<file path="config.mk">
export PLATFORM = sky130hd
export DESIGN_NAME = conv_frame_sched
export DESIGN_NICKNAME = d
export VERILOG_FILES = /design/src/rtl/conv_frame_sched.sv
export SDC_FILE = /design/constraint.sdc
export NUM_CORES = 1
export LEC_CHECK = 0
export BUFFER_PORTS_ARGS = -buffer_cell sky130_fd_sc_hd__buf_4
export CORE_MARGIN = 3
export CORE_UTILIZATION = 56
export DETAILED_ROUTE_END_ITERATION = 8
export PLACE_DENSITY_LB_ADDON = 0.2
export SYNTH_ARGS = -nofsm -noshare
export SYNTH_HDL_FRONTEND = slang
export SYNTH_SLANG_ARGS = --single-unit
</file>
<file path="constraint.sdc">
create_clock -name i_clk -period 3.4 [get_ports i_clk]
set_input_delay 0.34 -clock i_clk [delete_from_list [all_inputs] [get_ports i_clk]]
set_output_delay 0.34 -clock i_clk [all_outputs]
set_load 0.02 [all_outputs]
</file>
<file path="src/rtl/conv_frame_sched.sv">
// Frame scheduler for the 3x3 Gaussian convolution path.
// Walks every valid 3x3 window of a W x H image (no padding) in raster order.
// Each window goes out as a request to the fetch stage. A credit counter caps
// the number of windows in flight. Returned conv results are counted, and the
// frame completes once the last window's result has come back.
//
// state   | meaning
// --------+-----------------------------------------------------------
// S_IDLE  | waiting for start; conv_valid ignored
// S_ISSUE | issuing window requests while credits are available
// S_DRAIN | all windows issued, waiting for outstanding results
// S_DONE  | one-cycle completion pulse, then back to idle
module conv_frame_sched #(
  parameter int DIM_W   = 11,
  parameter int MAX_OUT = 4,
  parameter int CNT_W   = 22
) (
  input  logic             i_clk,
  input  logic             i_rst,
  input  logic             i_start,
  input  logic [DIM_W-1:0] i_cfg_width,
  input  logic [DIM_W-1:0] i_cfg_height,
  output logic             o_win_req_valid,
  input  logic             i_win_req_ready,
  output logic [DIM_W-1:0] o_win_x,
  output logic [DIM_W-1:0] o_win_y,
  output logic             o_win_last,
  input  logic             i_conv_valid,
  output logic             o_busy,
  output logic             o_done,
  output logic             o_cfg_err,
  output logic             o_protocol_err,
  output logic [CNT_W-1:0] o_out_count
);

  typedef enum logic [1:0] {S_IDLE, S_ISSUE, S_DRAIN, S_DONE} state_t;

  state_t           r_state;
  logic [DIM_W-1:0] r_w;
  logic [DIM_W-1:0] r_h;
  logic [DIM_W-1:0] r_x;
  logic [DIM_W-1:0] r_y;
  logic [3:0]       r_outstanding;
  logic [CNT_W-1:0] r_out_count;
  logic             r_busy;
  logic             r_done;
  logic             r_cfg_err;
  logic             r_protocol_err;

  logic w_valid;
  logic w_hs;
  logic w_x_end;
  logic w_last;
  logic w_active;
  logic w_cv_ok;
  logic w_cv_bad;
  logic w_cfg_ok;

  // Valid depends only on registered credit state, so a freed credit takes
  // effect one cycle after the conv_valid that freed it.
  assign w_valid  = (r_state == S_ISSUE) && (r_outstanding < 4'(MAX_OUT));
  assign w_hs     = w_valid && i_win_req_ready;
  assign w_x_end  = (r_x == r_w - DIM_W'(3));
  assign w_last   = w_x_end && (r_y == r_h - DIM_W'(3));
  assign w_active = (r_state != S_IDLE);
  assign w_cv_ok  = i_conv_valid && w_active && (r_outstanding != 4'd0);
  assign w_cv_bad = i_conv_valid && w_active && (r_outstanding == 4'd0);
  assign w_cfg_ok = (i_cfg_width >= DIM_W'(3)) && (i_cfg_height >= DIM_W'(3));

  assign o_win_req_valid = w_valid;
  assign o_win_x         = r_x;
  assign o_win_y         = r_y;
  assign o_win_last      = (r_state == S_ISSUE) && w_last;
  assign o_busy          = r_busy;
  assign o_done          = r_done;
  assign o_cfg_err       = r_cfg_err;
  assign o_protocol_err  = r_protocol_err;
  assign o_out_count     = r_out_count;

  // Frame FSM, window coordinates, credit counter and result counter.
  always_ff @(posedge i_clk) begin
    if (i_rst) begin
      r_state        <= S_IDLE;
      r_w            <= '0;
      r_h            <= '0;
      r_x            <= '0;
      r_y            <= '0;
      r_outstanding  <= '0;
      r_out_count    <= '0;
      r_busy         <= 1'b0;
      r_done         <= 1'b0;
      r_cfg_err      <= 1'b0;
      r_protocol_err <= 1'b0;
    end else begin
      r_done    <= 1'b0;
      r_cfg_err <= 1'b0;

      if (w_cv_bad) r_protocol_err <= 1'b1;
      if (w_cv_ok)  r_out_count    <= r_out_count + CNT_W'(1);

      case ({w_hs, w_cv_ok})
        2'b10:   r_outstanding <= r_outstanding + 4'd1;
        2'b01:   r_outstanding <= r_outstanding - 4'd1;
        default: r_outstanding <= r_outstanding;
      endcase

      case (r_state)
        S_IDLE: begin
          if (i_start) begin
            if (w_cfg_ok) begin
              r_w            <= i_cfg_width;
              r_h            <= i_cfg_height;
              r_x            <= '0;
              r_y            <= '0;
              r_outstanding  <= '0;
              r_out_count    <= '0;
              r_protocol_err <= 1'b0;
              r_busy         <= 1'b1;
              r_state        <= S_ISSUE;
            end else begin
              r_cfg_err <= 1'b1;
            end
          end
        end
        S_ISSUE: begin
          if (w_hs) begin
            if (w_x_end) begin
              r_x <= '0;
              r_y <= r_y + DIM_W'(1);
            end else begin
              r_x <= r_x + DIM_W'(1);
            end
            if (w_last) r_state <= S_DRAIN;
          end
        end
        S_DRAIN: begin
          if (r_outstanding == 4'd0) begin
            r_busy  <= 1'b0;
            r_done  <= 1'b1;
            r_state <= S_DONE;
          end
        end
        S_DONE: begin
          r_state <= S_IDLE;
        end
        default: r_state <= S_IDLE;
      endcase
    end
  end

endmodule

</file>
Word-level counts from Yosys, hierarchy flattened
Index checks and enable logic that the tools add are counted.
Widths: inputs -> output; s select.
{"block": "totals", "input_bits": 27, "word_cells": 90, "output_inout_bits": 50, "register_bits": 76}
{"block": "op_classes", "addsub": 7, "muxes": 32, "eq_ne": 13, "reduce_logical": 21, "n_bitwise": 3, "magnitude_cmp": 3}
{"cell": "$mux 22", "n": 4}
{"cell": "$mux 11", "n": 6}
{"cell": "$pmux 11 s2", "n": 2}
{"cell": "$add 11x1->11 const B", "n": 2}
{"cell": "$add 22x1->22 const B", "n": 1}
{"cell": "$eq 11x11->1", "n": 2}
{"cell": "$ge 11x2->1 const B", "n": 2}
{"cell": "$sub 11x2->11 const B", "n": 2}
{"cell": "$mux 4", "n": 3}
{"cell": "$ne 2x2->1 const B", "n": 6}
{"cell": "$mux 2", "n": 5}
{"cell": "$reduce_and 5->1", "n": 2}
{"cell": "$mux 1", "n": 9}
{"cell": "$logic_and 1x1->1", "n": 8}
{"cell": "$pmux 2 s4", "n": 1}
{"cell": "$pmux 4 s2", "n": 1}
{"cell": "$reduce_and 4->1", "n": 2}
{"cell": "$eq 2x2->1 const B", "n": 3}
{"cell": "$reduce_bool 2->1", "n": 3}
{"cell": "$add 4x1->4 const B", "n": 1}
{"cell": "$eq 2x1->1 const B", "n": 2}
{"cell": "$logic_not 4->1", "n": 1}
{"cell": "$lt 4x3->1 const B", "n": 1}
{"cell": "$reduce_bool 4->1", "n": 1}
{"cell": "other kinds (7)", "n": 9}

Longest topological paths before layout
{"block": "depth", "ltp_word": 8, "depth_mapped": 13, "ltp_nobuf": 12}

Worst setup path before layout
No wires, ideal clock.
{"block": "synth_timing", "kind": "register to register", "startpoint": "register r_w[0]", "endpoint": "register r_y[7], in the netlist o_win_y[7]", "setup_time_ns": 0.070, "period_less_slack_ns": 2.570, "setup_slack_ns": 0.830, "t_arrival_ns": 2.500, "path_stages_with_launch": 11, "required_ns": 3.330, "path_buffers": 2, "cell_sequence": "dfxtp_1 ha_1 clkbuf_1 nand3_1 a311oi_1 o211ai_1 a32oi_2 nand4_2 buf_2 or3_1 a21oi_1"}
{"block": "synth_between", "elab_chain_cells": 4}
{"element": "start: declaration", "line": "39", "text": "logic [DIM_W-1:0] r_w;"}
{"element": "start signal: assignment", "line": "111", "text": "r_w <= i_cfg_width;"}
{"element": "$sub 11x2->11", "line": "63", "text": "assign w_x_end = (r_x == r_w - DIM_W'(3));"}
{"element": "$eq 11x11->1", "line": "63"}
{"element": "$ne 2x2->1 (no source line)"}
{"element": "$reduce_and 5->1 (no source line)"}
{"element": "end signal: assignment", "line": "129", "text": "r_y <= r_y + DIM_W'(1);"}
{"element": "end: declaration", "line": "42", "text": "logic [DIM_W-1:0] r_y;"}
Every way passes these cells.
A chain may end at the register's enable or synchronous reset.

Worst setup path after layout
{"block": "layout_timing", "startpoint": "register r_w[0]", "endpoint": "register r_y[6], in the netlist o_win_y[6]"}
Same word-level chain as after synthesis.

==> metrics.md <==
| Metric | Value |
|---|---|
| Worst hold path class | `input port to register` |
| Setup WS pre-CTS | `0.2683 ns` |
| Synth Area per Inst | `8.541 sq um` |
| Arr. time, crit path | `3.30 ns` |
| Worst hold stages | `3` |
| Final hold slack | `0.2350 ns` |
| P_leak | `2.117 nW` |
| Routability congestion estimate from global placement | `0.8709` |
| Top-count cell post-synth | `dfxtp_1` |
| Distinct cells, synth | `61` |
| Net count after synthesis | `528` |
| H-tree lvl count | `3` |
| Synthesized cell area | `4177 sq um` |
| Drt initial violations | `264` |
| Detail Route Antenna Nets | `0` |
| Met2 Resource Use GR | `39.21%` |
| Unrepaired setup endpoints after global routing | `no` |
| Root Driver | `clkbuf_8` |
| Remaining global-route overflow | `0` |
| Async SR Flop Fraction | `0%` |
| R2R cell count | `8` |
| Largest net degree at the start of global routing | `47` |
| Ys Warns | `0` |
| Crit-path max FO | `16` |
| Worst EP required | `3.68 ns` |
| Final Hold Fails | `0` |
| Synth Instances | `489` |
| Die footprint | `8530 sq um` |
| Final Slew Violations | `0` |
| Met3 usage | `5.199%` |
| Layout cell share with drive strength beyond 1 | `18.65%` |
| Post-synth top area share | `36.43%` |
| WL per Instance | `15.62 um` |
| Clock buffer depth | `2` |
| Drt drc | `0` |
| Register area share after synthesis | `36.43%` |
| Number of port buffers | `76` |
| Worst reg2reg startpoint | `r_w[0]$_SDFFE_PP0P_` |
| Cell taking the most area after synthesis | `dfxtp_1` |
| Hold Path End | `r_w[9]$_SDFFE_PP0P_` |
| Top cells by count, synth | `76 x dfxtp_1, 74 x nor2_1, 32 x xor2_1` |
| Post-DP HPWL | `7536 um` |
| First-pass GRT wire length | `16900 um` |
| F_max | `331.1 MHz` |
| Tcrit/Tclk final | `88.84%` |
| Initial cell density of the core | `59.50%` |
| TNS Setup | `0 ns` |
| Busiest grt layer | `met2` |
| Initial antenna violation count | `0` |
| Syn-to-layout area delta | `20.10%` |
| Reg2Reg Setup Slack | `0.38 ns` |
| Crit path capture type | `register` |
| Ant diodes | `0` |
| Global Route met1 Usage | `32.76%` |
| Main synth FF type | `dfxtp_1` |
| Cts bufs inserted | `9` |
| Ranking of synthesized cells by area | `dfxtp_1 36%, xor2_1 6.7%, nor2_1 6.7%` |
| GR Util All Layers | `24.34%` |
| Crit path kind | `register to register` |
| DR vias/cell | `5.777` |
| R2r endpoint | `o_win_y[6]$_SDFFE_PP0P_` |
| Nets | `597` |
| Ports | `77` |
| Final Util | `71.46%` |
| CTS tree | `done` |
| Hold_sp | `i_cfg_width[9]` |
| Worst setup SP type | `register` |
| Worst VDD drop | `328.4 uV` |
| Die Wd | `92.36 um` |
| Slew HR | `31.35%` |
| #FFs+latches synth | `76` |
| PwrDens | `578.5 nW/um^2` |
| PnR worst setup slack | `0.3794 ns` |
| Clk slew on worst S/H paths | `0.08 ns` |
| TritonCTS sink count | `76` |
| Run status | `completed` |
| Setup Skew | `0.01351 ns` |
| CTS Hold Bufs | `0` |
| Fill count | `551` |
| Count of flip-flops with a built-in enable after synthesis | `0` |
| Number of max-cap violations | `0` |
| TritonRoute pass-1 iters | `5` |
| Tmin final | `3.021 ns` |
| Worst-skew pair later-pin latency | `0.35 ns` |
| Die height | `92.36 um` |
| Via Count | `3807` |
| Vias in the first global route | `3555` |
| Worst-Margin Slew | `1.030 ns` |
| Core Area | `7019 sq um` |
| Final setup viols | `0` |
| Rows | `30` |
| WL final | `10290 um` |
## what timing repair did
| action | 4_1_cts | 5_1_grt |
|---|---|---|
| gates resized for setup | 0 | 3 |
| hold endpoints to repair | 0 | 0 |
| buffers inserted | 0 | 0 |
| setup endpoints to repair | 0 | 3 |
## cells in the final DEF, fill, tap and decap left out, types with 3 or more instances in the layout
cell type	Yosys	layout
nand2_1	31	31
a211oi_1	7	6
o21ai_0	9	9
nor2b_1	7	7
and3_1	14	14
ha_1	11	10
a31oi_1	3	3
or4_1	7	7
a21o_1	3	3
nand4_1	11	11
o31ai_1	4	4
nor2_1	74	74
buf_4	0	81
or3_1	5	5
nand3_1	11	11
dfxtp_1	76	76
xnor2_1	28	28
nor3_1	19	19
inv_1	11	11
nor4b_1	5	5
clkbuf_8	0	10
nor4_1	9	9
a21oi_1	18	18
mux2i_1	25	25
o21ai_1	4	4
xor2_1	32	32
## logic make-up after synthesis
group | count (synthesis) | share of synthesized area, %
DFF | 76 | 36.43
adders and majority gates | 12 | 3.775
buffers and inverters | 34 | 3.355
xor gates and xnor gates | 60 | 12.58
muxes | 26 | 6.261
AOI/OAI and AO/OA | 75 | 12.70
and+or+nand+nor | 206 | 24.89
## critical path, stage by stage (launching register included)
cell and delay [ns]:
dfxtp_1 0.40, ha_2 0.29, or4_4 0.47, nor4_1 0.30, o2111ai_1 0.22, o21ai_1 0.29, nand4_4 0.25, or4_1 0.58
a21oi_1 0.15
## per-stage QoR
stage,total power [W],area [sq um],instances
detailed placement,0.002204,4806,643
global route,0.003070,5016,659
finish,0.002902,5016,659
floorplan,0.001915,4177,489
CTS,0.002887,5000,659
global placement,0.002166,4806,643
## state kept, by name (all words and copies together), names as in the netlist
| signal | cells |
|---|---|
| o_out_count | 22 |
| r_w | 11 |
| o_win_y | 11 |
| o_busy | 1 |
| o_done | 1 |
| r_h | 11 |
| r_outstanding | 4 |
| o_win_x | 11 |
| o_cfg_err | 1 |
| o_protocol_err | 1 |
| r_state | 2 |
## per-layer routing
metal	vias to the layer above	share of wire [%]
li1	1878	-
met1	1781	46
met2	127	47
met3	21	5.7
met4	0	1.6
met5	-	0
## worst max path at each step
stage,start,end,slack [ns]
finish,r_w[0]$_SDFFE_PP0P_,o_win_y[6]$_SDFFE_PP0P_,0.38
global route,r_w[0]$_SDFFE_PP0P_,o_win_y[8]$_SDFFE_PP0P_,0.1
CTS,r_w[0]$_SDFFE_PP0P_,o_win_last,0.20
detailed placement,r_w[0]$_SDFFE_PP0P_,o_win_y[6]$_SDFFE_PP0P_,0.27
global placement,r_w[0]$_SDFFE_PP0P_,o_win_y[8]$_SDFFE_PP0P_,0.39
floorplan,r_w[0]$_SDFFE_PP0P_,o_win_y[7]$_SDFFE_PP0P_,0.83
## power by group
part           internal [W]  total (W)  switching, W  leakage [nW]
Sequential         0.000973    0.00109      0.000117         0.617
Combinational      0.000467    0.00113      0.000663          1.40
Clock              0.000359   0.000682      0.000323         0.100
Total               0.00180    0.00290       0.00110          2.12
## area by class of cell
type | instances | area, sq um | share of cell area, %
Multi-Input combinational cell | 379 | 2531 | 50.46
Sequential cell | 76 | 1521 | 30.33
Timing Repair Buffer | 81 | 608.1 | 12.12
Clock buffer | 12 | 145.1 | 2.893
Tap cell | 96 | 120.1 | 2.395
Clock inverter | 4 | 48.80 | 0.9728
Inverter | 11 | 41.29 | 0.8231
No activity file was read; power rests on OpenSTA's default activity.
